===== src/rtl/wb_stage_pkg.sv =====
// Shared types and constants for the writeback stage: the memory-to-writeback
// pipeline record, the writeback source select codes, the load funct3 codes
// and small sign-extension helpers.
package wb_stage_pkg;

    // Writeback value source; code 3 is reserved and behaves like WB_ALU.
    typedef enum logic [1:0] {
        WB_ALU = 2'd0,
        WB_MEM = 2'd1,
        WB_PC4 = 2'd2
    } wb_sel_e;

    // Load width/extension codes carried in funct3.
    localparam logic [2:0] LB  = 3'b000;
    localparam logic [2:0] LH  = 3'b001;
    localparam logic [2:0] LW  = 3'b010;
    localparam logic [2:0] LBU = 3'b100;
    localparam logic [2:0] LHU = 3'b101;

    // Memory-stage result record, mapped one-to-one onto the WB register.
    typedef struct packed {
        logic        valid;
        logic [31:0] opr_res;
        logic [31:0] dmem_rdata;
        logic [31:0] pc_plus4;
        logic [4:0]  rd;
        logic        wb_en;
        logic [1:0]  wb_sel;
        logic [2:0]  ld_funct3;
    } wb_stage_in_t;

    // Sign-extend a byte to a 32-bit word.
    function automatic logic [31:0] sext8(input logic [7:0] b);
        return {{24{b[7]}}, b};
    endfunction

    // Sign-extend a halfword to a 32-bit word.
    function automatic logic [31:0] sext16(input logic [15:0] h);
        return {{16{h[15]}}, h};
    endfunction

endpackage


===== src/rtl/wb_stage_if.sv =====
// Bus bundle between the memory stage / hazard control and the writeback
// stage: incoming record, stall/flush controls, register-file write port and
// the retired-instruction count.
interface wb_stage_if #(
    parameter int DATA_WIDTH = 32,
    parameter int CNT_WIDTH  = 64
) ();
    import wb_stage_pkg::*;

    logic                  stall;
    logic                  flush;
    wb_stage_in_t          wb_stage_in;
    logic                  rf_wen;
    logic [4:0]            rf_waddr;
    logic [DATA_WIDTH-1:0] rf_wdata;
    logic [CNT_WIDTH-1:0]  instret;

    // Writeback stage side.
    modport slave (
        input  stall,
        input  flush,
        input  wb_stage_in,
        output rf_wen,
        output rf_waddr,
        output rf_wdata,
        output instret
    );

    // Pipeline / hazard-control side.
    modport master (
        output stall,
        output flush,
        output wb_stage_in,
        input  rf_wen,
        input  rf_waddr,
        input  rf_wdata,
        input  instret
    );

endinterface


===== src/rtl/wb_stage_load_align.sv =====
// Combinational load aligner: picks the addressed byte/halfword lane of a
// little-endian 32-bit read word and sign- or zero-extends it per funct3.
module load_align
    import wb_stage_pkg::*;
(
    input  logic [31:0] rdata,
    input  logic [1:0]  offset,
    input  logic [2:0]  funct3,
    output logic [31:0] data
);

    logic [7:0]  byte_s;
    logic [15:0] half_s;

    // Select the addressed byte lane and halfword lane (halfword ignores offset[0]).
    always_comb begin
        byte_s = rdata[7:0];
        half_s = rdata[15:0];
        case (offset)
            2'd0:    byte_s = rdata[7:0];
            2'd1:    byte_s = rdata[15:8];
            2'd2:    byte_s = rdata[23:16];
            2'd3:    byte_s = rdata[31:24];
            default: byte_s = rdata[7:0];
        endcase
        if (offset[1]) begin
            half_s = rdata[31:16];
        end else begin
            half_s = rdata[15:0];
        end
    end

    // Extend the selected lane; unknown codes and LW pass the full word.
    always_comb begin
        data = rdata;
        case (funct3)
            LB:      data = sext8(byte_s);
            LBU:     data = {24'h00_0000, byte_s};
            LH:      data = sext16(half_s);
            LHU:     data = {16'h0000, half_s};
            LW:      data = rdata;
            default: data = rdata;
        endcase
    end

endmodule


===== src/rtl/wb_stage.sv =====
// Writeback stage: MEM/WB pipeline register, load alignment, writeback value
// select, register-file write port and the retired-instruction counter.
// The write port is combinational from the register so the same value serves
// as the forwarding source.
module wb_stage
    import wb_stage_pkg::*;
#(
    parameter int DATA_WIDTH = 32,
    parameter int CNT_WIDTH  = 64
) (
    input  logic         clk,
    input  logic         arst,
    wb_stage_if.slave    bus
);

    wb_stage_in_t          stage_d;
    wb_stage_in_t          stage_q;
    logic [CNT_WIDTH-1:0]  instret_d;
    logic [CNT_WIDTH-1:0]  instret_q;
    logic                  commit_s;
    logic [31:0]           load_data_s;
    logic [DATA_WIDTH-1:0] wdata_s;

    load_align u_load_align (
        .rdata  (stage_q.dmem_rdata),
        .offset (stage_q.opr_res[1:0]),
        .funct3 (stage_q.ld_funct3),
        .data   (load_data_s)
    );

    // Next register contents: flush inserts a bubble (fields kept), stall holds, otherwise load.
    always_comb begin
        stage_d = stage_q;
        if (bus.flush) begin
            stage_d.valid = 1'b0;
        end else if (bus.stall) begin
            stage_d = stage_q;
        end else begin
            stage_d = bus.wb_stage_in;
        end
    end

    // Commit decision and retired-instruction count; every commit retires, write or not.
    always_comb begin
        commit_s  = stage_q.valid & ~bus.stall & ~bus.flush;
        instret_d = instret_q;
        if (commit_s) begin
            instret_d = instret_q + CNT_WIDTH'(1);
        end else begin
            instret_d = instret_q;
        end
    end

    // Writeback value select; the reserved code falls back to the ALU result.
    always_comb begin
        wdata_s = stage_q.opr_res;
        case (wb_sel_e'(stage_q.wb_sel))
            WB_ALU:  wdata_s = stage_q.opr_res;
            WB_MEM:  wdata_s = load_data_s;
            WB_PC4:  wdata_s = stage_q.pc_plus4;
            default: wdata_s = stage_q.opr_res;
        endcase
    end

    // Pipeline register and counter; reset drops any held instruction.
    always_ff @(posedge clk or posedge arst) begin
        if (arst) begin
            stage_q   <= '0;
            instret_q <= '0;
        end else begin
            stage_q   <= stage_d;
            instret_q <= instret_d;
        end
    end

    // Register-file port: x0 writes suppressed, address always driven.
    assign bus.rf_wen   = commit_s & stage_q.wb_en & (stage_q.rd != 5'd0);
    assign bus.rf_waddr = stage_q.rd;
    assign bus.rf_wdata = wdata_s;
    assign bus.instret  = instret_q;

endmodule


===== src/flat_wrapper.sv =====
// flat-port wrapper written by rule: the top's interface ports become plain ports
module wb_stage_flat import wb_stage_pkg::*;
#(
    parameter int DATA_WIDTH = 32,
    parameter int CNT_WIDTH  = 64
)
  (clk, arst, bus_stall, bus_flush, bus_wb_stage_in, bus_rf_wen, bus_rf_waddr, bus_rf_wdata, bus_instret);
  wb_stage_if #(.DATA_WIDTH(DATA_WIDTH), .CNT_WIDTH(CNT_WIDTH)) bus_i ();
  input  logic clk;
  input  logic arst;
  input wire logic [$bits(bus_i.stall)-1:0] bus_stall;
  input wire logic [$bits(bus_i.flush)-1:0] bus_flush;
  input wire logic [$bits(bus_i.wb_stage_in)-1:0] bus_wb_stage_in;
  output wire logic [$bits(bus_i.rf_wen)-1:0] bus_rf_wen;
  output wire logic [$bits(bus_i.rf_waddr)-1:0] bus_rf_waddr;
  output wire logic [$bits(bus_i.rf_wdata)-1:0] bus_rf_wdata;
  output wire logic [$bits(bus_i.instret)-1:0] bus_instret;
  assign bus_i.stall = bus_stall;
  assign bus_i.flush = bus_flush;
  assign bus_i.wb_stage_in = bus_wb_stage_in;
  assign bus_rf_wen = bus_i.rf_wen;
  assign bus_rf_waddr = bus_i.rf_waddr;
  assign bus_rf_wdata = bus_i.rf_wdata;
  assign bus_instret = bus_i.instret;
  wb_stage #(.DATA_WIDTH(DATA_WIDTH), .CNT_WIDTH(CNT_WIDTH)) u_core (.clk(clk), .arst(arst), .bus(bus_i));
endmodule

===== config.mk =====
export PLATFORM = sky130hd
export DESIGN_NAME = wb_stage_flat
export DESIGN_NICKNAME = d
export VERILOG_FILES = /design/src/rtl/wb_stage_pkg.sv /design/src/rtl/wb_stage_if.sv /design/src/rtl/wb_stage_load_align.sv /design/src/rtl/wb_stage.sv /design/src/flat_wrapper.sv
export SDC_FILE = /design/constraint.sdc
export NUM_CORES = 1
export LEC_CHECK = 0
export CAP_MARGIN = 15
export CORE_MARGIN = 1.5
export CORE_UTILIZATION = 30
export CTS_BUF_LIST = sky130_fd_sc_hd__clkbuf_4 sky130_fd_sc_hd__clkbuf_8
export CTS_CLUSTER_DIAMETER = 50
export DETAILED_ROUTE_END_ITERATION = 7
export DONT_BUFFER_PORTS = 1
export PLACE_DENSITY = 0.47
export REMOVE_ABC_BUFFERS = 1
export SYNTH_ARGS = -nofsm -noshare
export SYNTH_HDL_FRONTEND = slang
export SYNTH_SLANG_ARGS = --single-unit
export TNS_END_PERCENT = 10

===== constraint.sdc =====
create_clock -name clk -period 7.2 [get_ports clk]
set_clock_uncertainty 0.2 [all_clocks]
set_input_delay 0.36 -clock clk [delete_from_list [all_inputs] [get_ports clk]]
set_output_delay 0.36 -clock clk [all_outputs]
set_load 0.01 [all_outputs]

* Word level (Yosys, flattened, before mapping) *
Cells that the tools add are included.
Widths: inputs -> output; s select.

word-level totals
  register bits after elaboration = 172
  bits of input ports = 112

cells by class
  multiplexer cells = 6
  bitwise logic cells = 6
  add/subtract/negate cells = 1
  equality and inequality tests = 9
  reductions and logical operators = 4

operators by type and width
  operator               number
  $pmux 32 s4            1
  $mux 108               1
  $add 64x1->64 const B  1
  $pmux 32 s2            1
  $pmux 8 s4             1
  $mux 16                1
  $eq 2x2->1 const B     3
  $eq 3x3->1 const B     2
  $reduce_bool 5->1      1
  $and 1x1->1            4
  $eq 2x1->1 const B     2
  $eq 3x1->1 const B     1
  $logic_not 3->1        1
  $logic_not 2->1        1
  $ne 2x1->1 const B     1
  $not 1->1              2
  $reduce_and 2->1       1
  $mux 1                 1

* Logic depth before layout (Yosys ltp) *
Gate-level depths: netlist (run 1).

  depth in word-level cells = 5
  depth in mapped cells = 7
  gate-level depth less buffers = 6

* By module *
Synthesis (run 1) repeated with hierarchy kept, for this count alone.

second synthesis, totals
  cell total of the unflattened synthesis = 747
  area, all modules = 8,308.0 µm²

modules (own cells, without submodules)
  module      instances  cells each  area an instance (µm²)
  wb_stage    1          636         7,639.8
  load_align  1          111         668.1

* Least setup slack after synthesis (run 1) *
Ideal clock, no wire load.

  path type = flip-flop to output port
  start point = register u_core.stage_q[76] (netlist bit)
  end point = output bus_rf_wdata[16]
  stages on the path, launching flop included = 7
  buffers on the path = 2
  arrival time = 1,914 ps
  required time = 6,640 ps
  slack = 4,726 ps
  cell sequence = dfrtp_1 > buf_2 > mux4_2 > mux2_2 > a31oi_2 > buf_2 > a21oi_1

between the ends
  cells in the longest elaborated chain, start to end = 4
  elaborated cells on any way between the ends = 8
  classes of those cells = eq/ne: 3; mux: 4; reduce/logical: 1

RTL lines
  element                             line                       source
  start: declaration                  wb_stage.sv:17             wb_stage_in_t stage_q;
  start signal: assignment            wb_stage.sv:71             stage_q <= stage_d;
  $eq 2x2->1 (tied with other cells)  wb_stage_load_align.sv:19  case (offset)
  $pmux 8 s4                          wb_stage_load_align.sv:19
  $pmux 32 s4 (*)                     wb_stage_load_align.sv:36  case (funct3)
  $pmux 32 s2 (*)                     wb_stage.sv:57             case (wb_sel_e'(stage_q.wb_sel))
  end: declaration                    flat_wrapper.sv:16         output wire logic [$bits(bus_i.rf_wdata)-1:0] bus_rf_wdata;

Mark *: on every way between the ends. The rest lies on a longest branch, timed or not.

* Worst setup path in the final report (run 1) *
  start point = register u_core.stage_q[76] (netlist bit)
  end point = output bus_rf_wdata[20]

The elaborated chain is that of the path after synthesis.

==> results of run 1 <==
==> state kept, by name (all words and copies together), names as in the netlist <==
name / flops
u_core.stage_q: 103
u_core.bus.instret: 64
u_core.bus.rf_waddr: 5
==> Yosys cell counts, types with 16 or more instances <==
master / n / area [µm²]
a21oi_1: 33 / 165
a22oi_1: 17 / 128
clkbuf_1: 27 / 101
dfrtp_1: 172 / 4300
mux2_2: 112 / 1260
nand2_1: 56 / 210
nand3_1: 20 / 100
nand4_1: 19 / 119
nor2_1: 22 / 82.6
nor2b_1: 23 / 144
nor3_1: 16 / 80.1
xnor2_1: 34 / 298
xor2_1: 29 / 254
==> critical path, delay by kind of cell, from the launching register on <==
| family | cells | cell delay, ps |
|---|---|---|
| mux | 2 | 910 |
| compound gates | 2 | 1090 |
| flops | 1 | 770 |
==> cells by family (layout without fill, tap and decap cells) <==
| family | Yosys count | count (layout) | share of synthesized area [%] |
|---|---|---|---|
| and+or+nand+nor | 195 | 195 | 13.1 |
| other | 0 | 2 | 0 |
| AOI/OAI and AO/OA | 96 | 96 | 7.82 |
| DFF | 172 | 172 | 53.1 |
| muxes | 114 | 114 | 16.0 |
| xor gates and xnor gates | 63 | 63 | 6.81 |
| buffers and inverters | 51 | 160 | 2.81 |
| adders and majority gates | 3 | 3 | 0.463 |
==> cells in the final DEF, fill, tap and decap left out, types with 4 or more instances in the layout <==
master	instances
clkinv_4	4
dlygate4sd3_1	110
xnor2_1	34
nor3_1	16
o22a_1	7
o21ai_0	11
buf_4	4
nand4_1	19
o221ai_1	14
o22ai_1	8
inv_1	13
nor2_1	21
clkbuf_8	19
mux2_2	112
a21oi_1	33
nand3_1	20
nor2b_1	23
a22oi_1	17
nand2_1	56
nor4_1	14
dfrtp_1	172
and4_1	6
xor2_1	29
==> worst min path at each step <==
stage | end | slack [ps]
final | u_core.bus.instret[3]$_DFFE_PP0P_ | 40
after global routing | u_core.bus.instret[3]$_DFFE_PP0P_ | 50
after CTS | u_core.bus.instret[3]$_DFFE_PP0P_ | 20
after detailed placement | u_core.stage_q[107]$_DFFE_PP0P_ | 240
after global placement | u_core.stage_q[107]$_DFFE_PP0P_ | 230
after floorplan | u_core.stage_q[107]$_DFFE_PP0P_ | 230
==> layer usage <==
| layer | up-vias | global-route usage (%) | routed length (µm) |
|---|---|---|---|
| met1 | 2872 | 20.0 | 9600 |
| met5 | - | 0 | 0 |
| li1 | 2684 | - | - |
| met2 | 196 | 26.4 | 10600 |
| met4 | 0 | 4.66 | 311 |
| met3 | 21 | 5.44 | 1550 |
==> through the flow <==
| step | hold WS, ps | worst slack, ps |
|---|---|---|
| after CTS | 16.3 | 3390 |
| after floorplan | 226 | 1040 |
| after global routing | 46.9 | 3220 |
| after global placement | 228 | 3980 |
| final | 36.1 | 3400 |
| after detailed placement | 237 | 3910 |
==> power by group <==
part | switching [W] | leakage, nW | internal [W]
clock | 0.000398 | 0.209 | 0.000342
combinational | 0.000237 | 1.77 | 0.000206
sequential | 0.0000924 | 2.11 | 0.00106
==> area by class of cell <==
| cell class | count | area share (%) |
|---|---|---|
| Clock buffer | 20 | 2.71 |
| Sequential cell | 172 | 43.4 |
| Multi-Input combinational cell | 471 | 36.1 |
| Clock inverter | 12 | 1.54 |
| Timing Repair Buffer | 114 | 11.4 |
| Tap cell | 335 | 4.22 |
| Antenna cell | 2 | 0.0504 |
| Inverter | 14 | 0.580 |
==> results.cfg, run 1 <==
[outcome]
status = completed

[layout]
multi_input_area_um2 = 3590
regArea_um2 = 4300
fin_cells = 1140
post-route-util_pct = 37.8
final_area_um2 = 9920
final.fill_count = 2568
fin_nets = 905
areaGrowthSynthToFinish_pct = 22.4
final_layout_size_suffix_gt1_share_pct = 20.0

[clocking]
tritoncts = yes
cts_setup_buffers = 0
cts_resized = 0
cts_hold_buffers = 110
cts_sinks = 172
clockBufferDepth = 2
cts_inserted_buffers = 17
cts-root-buf = clkbuf_8
insertion_delay_ps = 460
htreeDepth = 4
path_clk_slew_ps = 110

[drt]
drt-wirelength-per-cell_um = 19.4
via_per_inst = 5.06
detail-route-antenna-nets = 0
wl_um = 22100
vias = 5773
drc = 0
drtPass1Iterations = 4
drt_iter0_drc = 242

[worst_hold_path]
hp-start = bus_stall
hold_class = in -> reg
min_path_cells = 2

[pwr]
ir_worst_vdd_mv = 0.105
p_leak_nw = 4.09
power_w = 0.00234
power_density_nw_per_um2 = 236

[critical_path]
startpoint_type = register
critPathCaptureType = output port
required_ps = 6640
crit_chain = mux4_2 -> mux2_2 -> a31oi_2 -> a21oi_1
reg2reg_depth = 6
worstSetupPathType = reg -> out
crit_slowest_cell = a31oi_2
cp-startpoint = u_core.stage_q[76]$_DFFE_PP0P_
crit_arrival_ps = 3240
slowest_delay_ps = 790
crit_path_max_fanout = 18
rr_endpoint = u_core.bus.instret[40]$_DFFE_PP0P_
r2r_start = u_core.bus.instret[0]$_DFFE_PP0P_
crit_end = bus_rf_wdata[20]
rrSetupSlack_ps = 4410

[synth]
synth_flop_cell = dfrtp_1
synth_cells = 694
synth_edf_count = 0
async_reset_ff_share_pct = 100
synth.distinct_cells = 44
syn_area_per_cell_um2 = 11.7
yosys_warnings = 0
synthesis.area_um2 = 8110
ys_seq_area_share_pct = 53.1
ys_ff_latch = 172

[sta]
hold_violations = 0
fin_tns_setup_ps = 0
rsz0062_at_grt = false
finalCriticalPeriod_ps = 3800
setup_viol = 0
tightest_slew_ps = 992
slew_viol_final = 0
slew_headroom_pct = 33.9
max_freq_ghz = 0.263
timing.final.crit_share_pct = 52.7

[grt]
grt_pass1_wl_um = 35100
grt_overflow = 0
gr-usage-all-layers_pct = 16.1
grt_pass1_vias = 6136
grt_start_max_net_pins = 98
antenna_found_initial = 2

[place]
postPlaceCellArea_um2 = 8400
placed_cells = 996
portBuffers = 0
place.gp.congestion = 0.793
hpwlAfterDp_um = 15200

[die]
die_area_um2 = 28000
initial_core_util_pct = 30.9
pin_count = 214
rows = 59
fp.dieW_um = 167
fp.dieH_um = 167
coreArea_um2 = 26300

[run]
cap_violations = 0
No activity file was read; power rests on OpenSTA's default activity.
==> run 2, diff against run 1 <==
--- a/config.mk
+++ b/config.mk
@@ -12,7 +12,7 @@
 export CTS_CLUSTER_DIAMETER = 50
 export DETAILED_ROUTE_END_ITERATION = 7
 export DONT_BUFFER_PORTS = 1
-export PLACE_DENSITY = 0.47
+export PLACE_DENSITY = 0.48
 export REMOVE_ABC_BUFFERS = 1
 export SYNTH_ARGS = -nofsm -noshare
 export SYNTH_HDL_FRONTEND = slang
==> constraint.sdc (replaced) <==
create_clock -name clk -period 3.2 [get_ports clk]
set_clock_uncertainty 0.2 [all_clocks]
set_input_delay 0.16 -clock clk [delete_from_list [all_inputs] [get_ports clk]]
set_output_delay 0.16 -clock clk [all_outputs]
set_load 0.01 [all_outputs]
==> results.cfg, run 2 (same netlist as run 1, synthesis figures left out) <==
[outcome]
status = completed

[clocking]
cts_inserted_buffers = 17
path_clk_slew_ps = 100
tritoncts = yes
cts_sinks = 172
clockBufferDepth = 2
cts-root-buf = clkbuf_8
cts_resized = 0
insertion_delay_ps = 460
htreeDepth = 4

[die]
coreArea_um2 = 26300
rows = 59
fp.dieH_um = 167
die_area_um2 = 28000
fp.dieW_um = 167
pin_count = 214
initial_core_util_pct = 30.9

[layout]
final_layout_size_suffix_gt1_share_pct = 21.0
layout_commonest_cell = dfrtp_1
final_cell_mix = dfrtp_1 (172), mux2_2 (112), dlygate4sd3_1 (111), nand2_1 (56), xnor2_1 (34)
largest_register = u_core.stage_q
largest_reg_flops = 103
fin_cells = 1153
final_area_um2 = 10000
areaGrowthSynthToFinish_pct = 23.5
fin_nets = 916

[sta]
setup_viol = 0
tightest_slew_ps = 793
rsz0062_at_grt = false
timing.final.crit_share_pct = 89.4
finalCriticalPeriod_ps = 2860
slew_headroom_pct = 47.2
slew_viol_final = 0
finalWorstSetupSlack_ps = 339
max_freq_ghz = 0.350
hold_violations = 0

[grt]
antenna_found_initial = 4
gr-usage-all-layers_pct = 15.9
grt_pass1_wl_um = 35100
grt_overflow = 0
grt_start_max_net_pins = 114
grt_pass1_vias = 6288

[run]
cap_violations = 0

[critical_path]
required_ps = 2840
slowest_delay_ps = 680
crit_path_max_fanout = 31
critPathCaptureType = output port
crit_arrival_ps = 2500
crit_slowest_cell = ha_2
crit_top_cell = buf_4
reg2reg_depth = 6
startpoint_type = register
critical_path.top_delay_family = adder cells
crit_chain = inv_1 -> ha_2 -> buf_4 -> a31oi_2 -> buf_4 -> a21oi_1
cp.depth = 6
crit_buf_inv = 3
worstSetupPathType = reg -> out

[pwr]
ir_worst_vdd_mv = 0.255
p_leak_nw = 4.14
power_w = 0.00520
power_density_nw_per_um2 = 520

[worst_hold_path]
min_path_cells = 4
hold_class = in -> reg

[drt]
drt_iter0_drc = 312
detail-route-antenna-nets = 0
wl_um = 22100
via_per_inst = 5.09
drt-wirelength-per-cell_um = 19.2
drtPass1Iterations = 4
drc = 0
vias = 5869

[place]
hpwlAfterDp_um = 15500
portBuffers = 0
postPlaceCellArea_um2 = 8500
placed_cells = 1006
place.gp.congestion = 0.810
pre_cts_ws_ps = 670
-- run 2: changes by cell type in the layout (fill, tap and decap cells not counted) --
cell / previous run / this run
diode_2: 2 / 4
clkinv_4: 4 / 2
clkinv_2: 0 / 1
bufinv_16: 2 / 1
buf_4: 4 / 12
inv_6: 2 / 6
clkinv_8: 0 / 1
dlygate4sd3_1: 110 / 111
buf_12: 0 / 2
clkinvlp_4: 2 / 1
clkbuf_8: 19 / 17
-- run 2: what timing repair did --
item	CTS	global route
setup endpoints to repair	0	0
buffers inserted	0	0
hold buffers	111	0
endpoints found under the hold margin	193	0
-- run 2: metrics by stage --
stage | utilization, % | setup TNS [ps] | hold slack, ps
4_1_cts | 38.1 | 0 | 1.67
3_5_place_dp | 32.3 | 0 | -5.44
2_1_floorplan | - | -580030 | 26.4
6_report | 38.1 | 0 | 7.60
3_3_place_gp | 32.3 | 0 | -18.6
5_1_grt | 38.1 | 0 | 35.8
-- run 2: routing by layer --
layer | up-vias | GRT usage (%) | part of all wire [%]
met2 | 218 | 26.3 | 48
met1 | 2916 | 19.8 | 43
met3 | 17 | 5.32 | 8.5
met5 | - | 0 | 0
li1 | 2718 | - | -
met4 | 0 | 4.54 | 1.2
-- run 2: power breakdown --
group          total (W)  switching (W)  leakage [nW]  internal [W]
clock network    0.00158       0.000924         0.201      0.000661
registers        0.00258       0.000191          2.11       0.00239
logic            0.00104       0.000554          1.83      0.000485
total            0.00520        0.00167          4.14       0.00354
-- run 2: worst paths after layout --
kind	start	to	slack [ps]
setup / recovery	u_core.stage_q[3]$_DFFE_PP0P_	bus_rf_wdata[28]	340
hold / removal	bus_stall	u_core.stage_q[82]$_DFFE_PP0P_	8
setup reg to reg	u_core.bus.instret[0]$_DFFE_PP0P_	u_core.bus.instret[36]$_DFFE_PP0P_	700
hold reg to reg	u_core.stage_q[35]$_DFFE_PP0P_	u_core.stage_q[35]$_DFFE_PP0P_	310
max in group asynchronous	arst	u_core.bus.instret[0]$_DFFE_PP0P_	1810
min in group asynchronous	arst	u_core.bus.instret[30]$_DFFE_PP0P_	90
-- run 2: cell type report --
class,count,area [µm²]
Timing Repair Buffer,125,1240
Tap cell,335,419
Fill cell,2521,16300
Sequential cell,172,4300
Inverter,14,57.6
Clock buffer,18,241
Multi-Input combinational cell,471,3590
Antenna cell,4,10.0
Clock inverter,14,154
-- run 2: tightest hold or removal path: cells and delay by family --
kind | cells | cell delay (ps)
simple gates | 2 | 140
compound gates | 1 | 60
buf+inv | 1 | 200
==> run 3, diff against run 2 <==
--- a/config.mk
+++ b/config.mk
@@ -6,9 +6,9 @@
 export NUM_CORES = 1
 export LEC_CHECK = 0
 export CAP_MARGIN = 15
-export CORE_MARGIN = 1.5
+export CORE_MARGIN = 2
 export CORE_UTILIZATION = 30
-export CTS_BUF_LIST = sky130_fd_sc_hd__clkbuf_4 sky130_fd_sc_hd__clkbuf_8
+export CTS_BUF_LIST = sky130_fd_sc_hd__clkbuf_16
 export CTS_CLUSTER_DIAMETER = 50
 export DETAILED_ROUTE_END_ITERATION = 7
 export DONT_BUFFER_PORTS = 1
==> results.cfg, run 3 (same netlist as run 1, synthesis figures left out) <==
[run]
cap_violations = 0

[place]
hpwlAfterDp_um = 16000
portBuffers = 0
place.gp.congestion = 0.816

[sta]
tightest_slew_ps = 846
setup_viol = 0
max_freq_ghz = 0.354
slew_headroom_pct = 43.1
finalCriticalPeriod_ps = 2830
slew_viol_final = 0
rsz0062_at_grt = false
whs_ps = 21.4
timing.final.crit_share_pct = 88.4
hold_violations = 0
fin_tns_setup_ps = 0

[die]
initial_core_util_pct = 30.3
coreArea_um2 = 26700
fp.dieH_um = 168
die_area_um2 = 28400
rows = 60
pin_count = 214
fp.dieW_um = 168

[pwr]
swShare_pct = 28.6
pwr-share-clk_pct = 38.0
ir_worst_vdd_mv = 0.328
pwr-share-seq_pct = 44.1
p_leak_nw = 4.25
p_sw_w = 0.00168
internal_power_w = 0.00419
power_density_nw_per_um2 = 572
combPwrFrac_pct = 17.8

[drt]
vias = 5903
drt-wirelength-per-cell_um = 19.7
drc = 0
detail-route-antenna-nets = 0
drt_iter0_drc = 237
wl_um = 22800
drtPass1Iterations = 6
via_per_inst = 5.10

[layout]
fin_nets = 918
areaGrowthSynthToFinish_pct = 26.6
final_layout_size_suffix_gt1_share_pct = 20.4
layout_commonest_cell = dfrtp_1
largest_register = u_core.stage_q
largest_reg_flops = 103
final_cell_mix = dfrtp_1 (172), dlygate4sd3_1 (115), mux2_2 (112), nand2_1 (56), xnor2_1 (34)

[critical_path]
crit_arrival_ps = 2470
r2r_start = u_core.bus.instret[13]$_DFFE_PP0P_
required_ps = 2840
critPathCaptureType = output port
rrSetupSlack_ps = 690
reg2reg_depth = 5
startpoint_type = register
crit_path_max_fanout = 16
worstSetupPathType = reg -> out
rr_endpoint = u_core.bus.instret[35]$_DFFE_PP0P_

[grt]
antenna_found_initial = 4
grt_pass1_vias = 6325
grt_pass1_wl_um = 36400
grt_overflow = 0
gr-usage-all-layers_pct = 16.5
grt_start_max_net_pins = 77

[clocking]
htreeDepth = 4
path_clk_slew_ps = 70
insertion_delay_ps = 430
clockBufferDepth = 2
cts_inserted_buffers = 17
tritoncts = yes
cts_sinks = 172
cts-root-buf = clkbuf_16

[outcome]
status = completed

[worst_hold_path]
hp-start = bus_flush
hold_class = in -> reg
holdPathEnd = u_core.bus.instret[27]$_DFFE_PP0P_
min_path_cells = 4
==> run 3: repair_timing <==
action | CTS | global route
buffers inserted | 0 | 0
setup endpoints to repair | 0 | 0
hold buffers | 115 | 0
hold endpoints to repair | 179 | 0
resized for setup | 0 | 0
==> run 3: power groups by stage <==
stage	combinational, W	sequential (W)	clock, W
after global routing	0.00114	0.00262	0.00239
after CTS	0.00106	0.00259	0.00229
after global placement	0.000915	0.00262	0
after floorplan	0.000699	0.00257	0
final	0.00105	0.00259	0.00223
after detailed placement	0.000929	0.00263	0
==> run 3: final cells by class <==
| type | count | area [µm²] |
|---|---|---|
| Sequential cell | 172 | 4300 |
| Tap cell | 341 | 427 |
| Timing Repair Buffer | 127 | 1270 |
| Inverter | 14 | 57.6 |
| Multi-Input combinational cell | 471 | 3590 |
| Clock buffer | 17 | 425 |
| Fill cell | 2593 | 16500 |
| Clock inverter | 14 | 195 |
| Antenna cell | 2 | 5.00 |
==> run 3: worst max path at each step <==
stage | slack, ps | from | depth (start not counted) | end
6_report | 370 | u_core.stage_q[76]$_DFFE_PP0P_ | 5 | bus_rf_wdata[23]
5_1_grt | 190 | u_core.stage_q[76]$_DFFE_PP0P_ | 5 | bus_rf_wdata[1]
4_1_cts | 340 | u_core.stage_q[76]$_DFFE_PP0P_ | 5 | bus_rf_wdata[31]
3_5_place_dp | 680 | u_core.bus.instret[0]$_DFFE_PP0P_ | 6 | u_core.bus.instret[44]$_DFFE_PP0P_
3_3_place_gp | 730 | u_core.bus.instret[0]$_DFFE_PP0P_ | 6 | u_core.bus.instret[44]$_DFFE_PP0P_
2_1_floorplan | -2630 | bus_stall | 3 | u_core.bus.instret[1]$_DFFE_PP0P_
==> run 3: stage by stage <==
step | total power [W] | instances | utilization (%) | area [µm²] | setup slack, ps
floorplan | 0.00327 | 657 | - | 7930 | -2630
global placement | 0.00353 | 1010 | 31.8 | 8490 | 734
detailed placement | 0.00356 | 1010 | 31.8 | 8490 | 681
CTS | 0.00594 | 1156 | 38.4 | 10300 | 342
global route | 0.00615 | 1157 | 38.4 | 10300 | 191
finish | 0.00587 | 1158 | 38.4 | 10300 | 372
==> run 3: metal layers <==
| layer | vias up | wire length (µm) | track usage (%) |
|---|---|---|---|
| li1 | 2724 | - | - |
| met1 | 2957 | 9720 | 20.2 |
| met2 | 194 | 11100 | 27.9 |
| met3 | 24 | 1630 | 5.38 |
| met4 | 4 | 301 | 4.24 |
| met5 | - | 24 | 0 |
==> run 3: worst max-delay path, stage by stage (launching register included) <==
cell and delay, ps:
dfrtp_1 540, mux4_2 590, mux2_2 300, a31oi_2 150
buf_4 280, a21oi_1 180
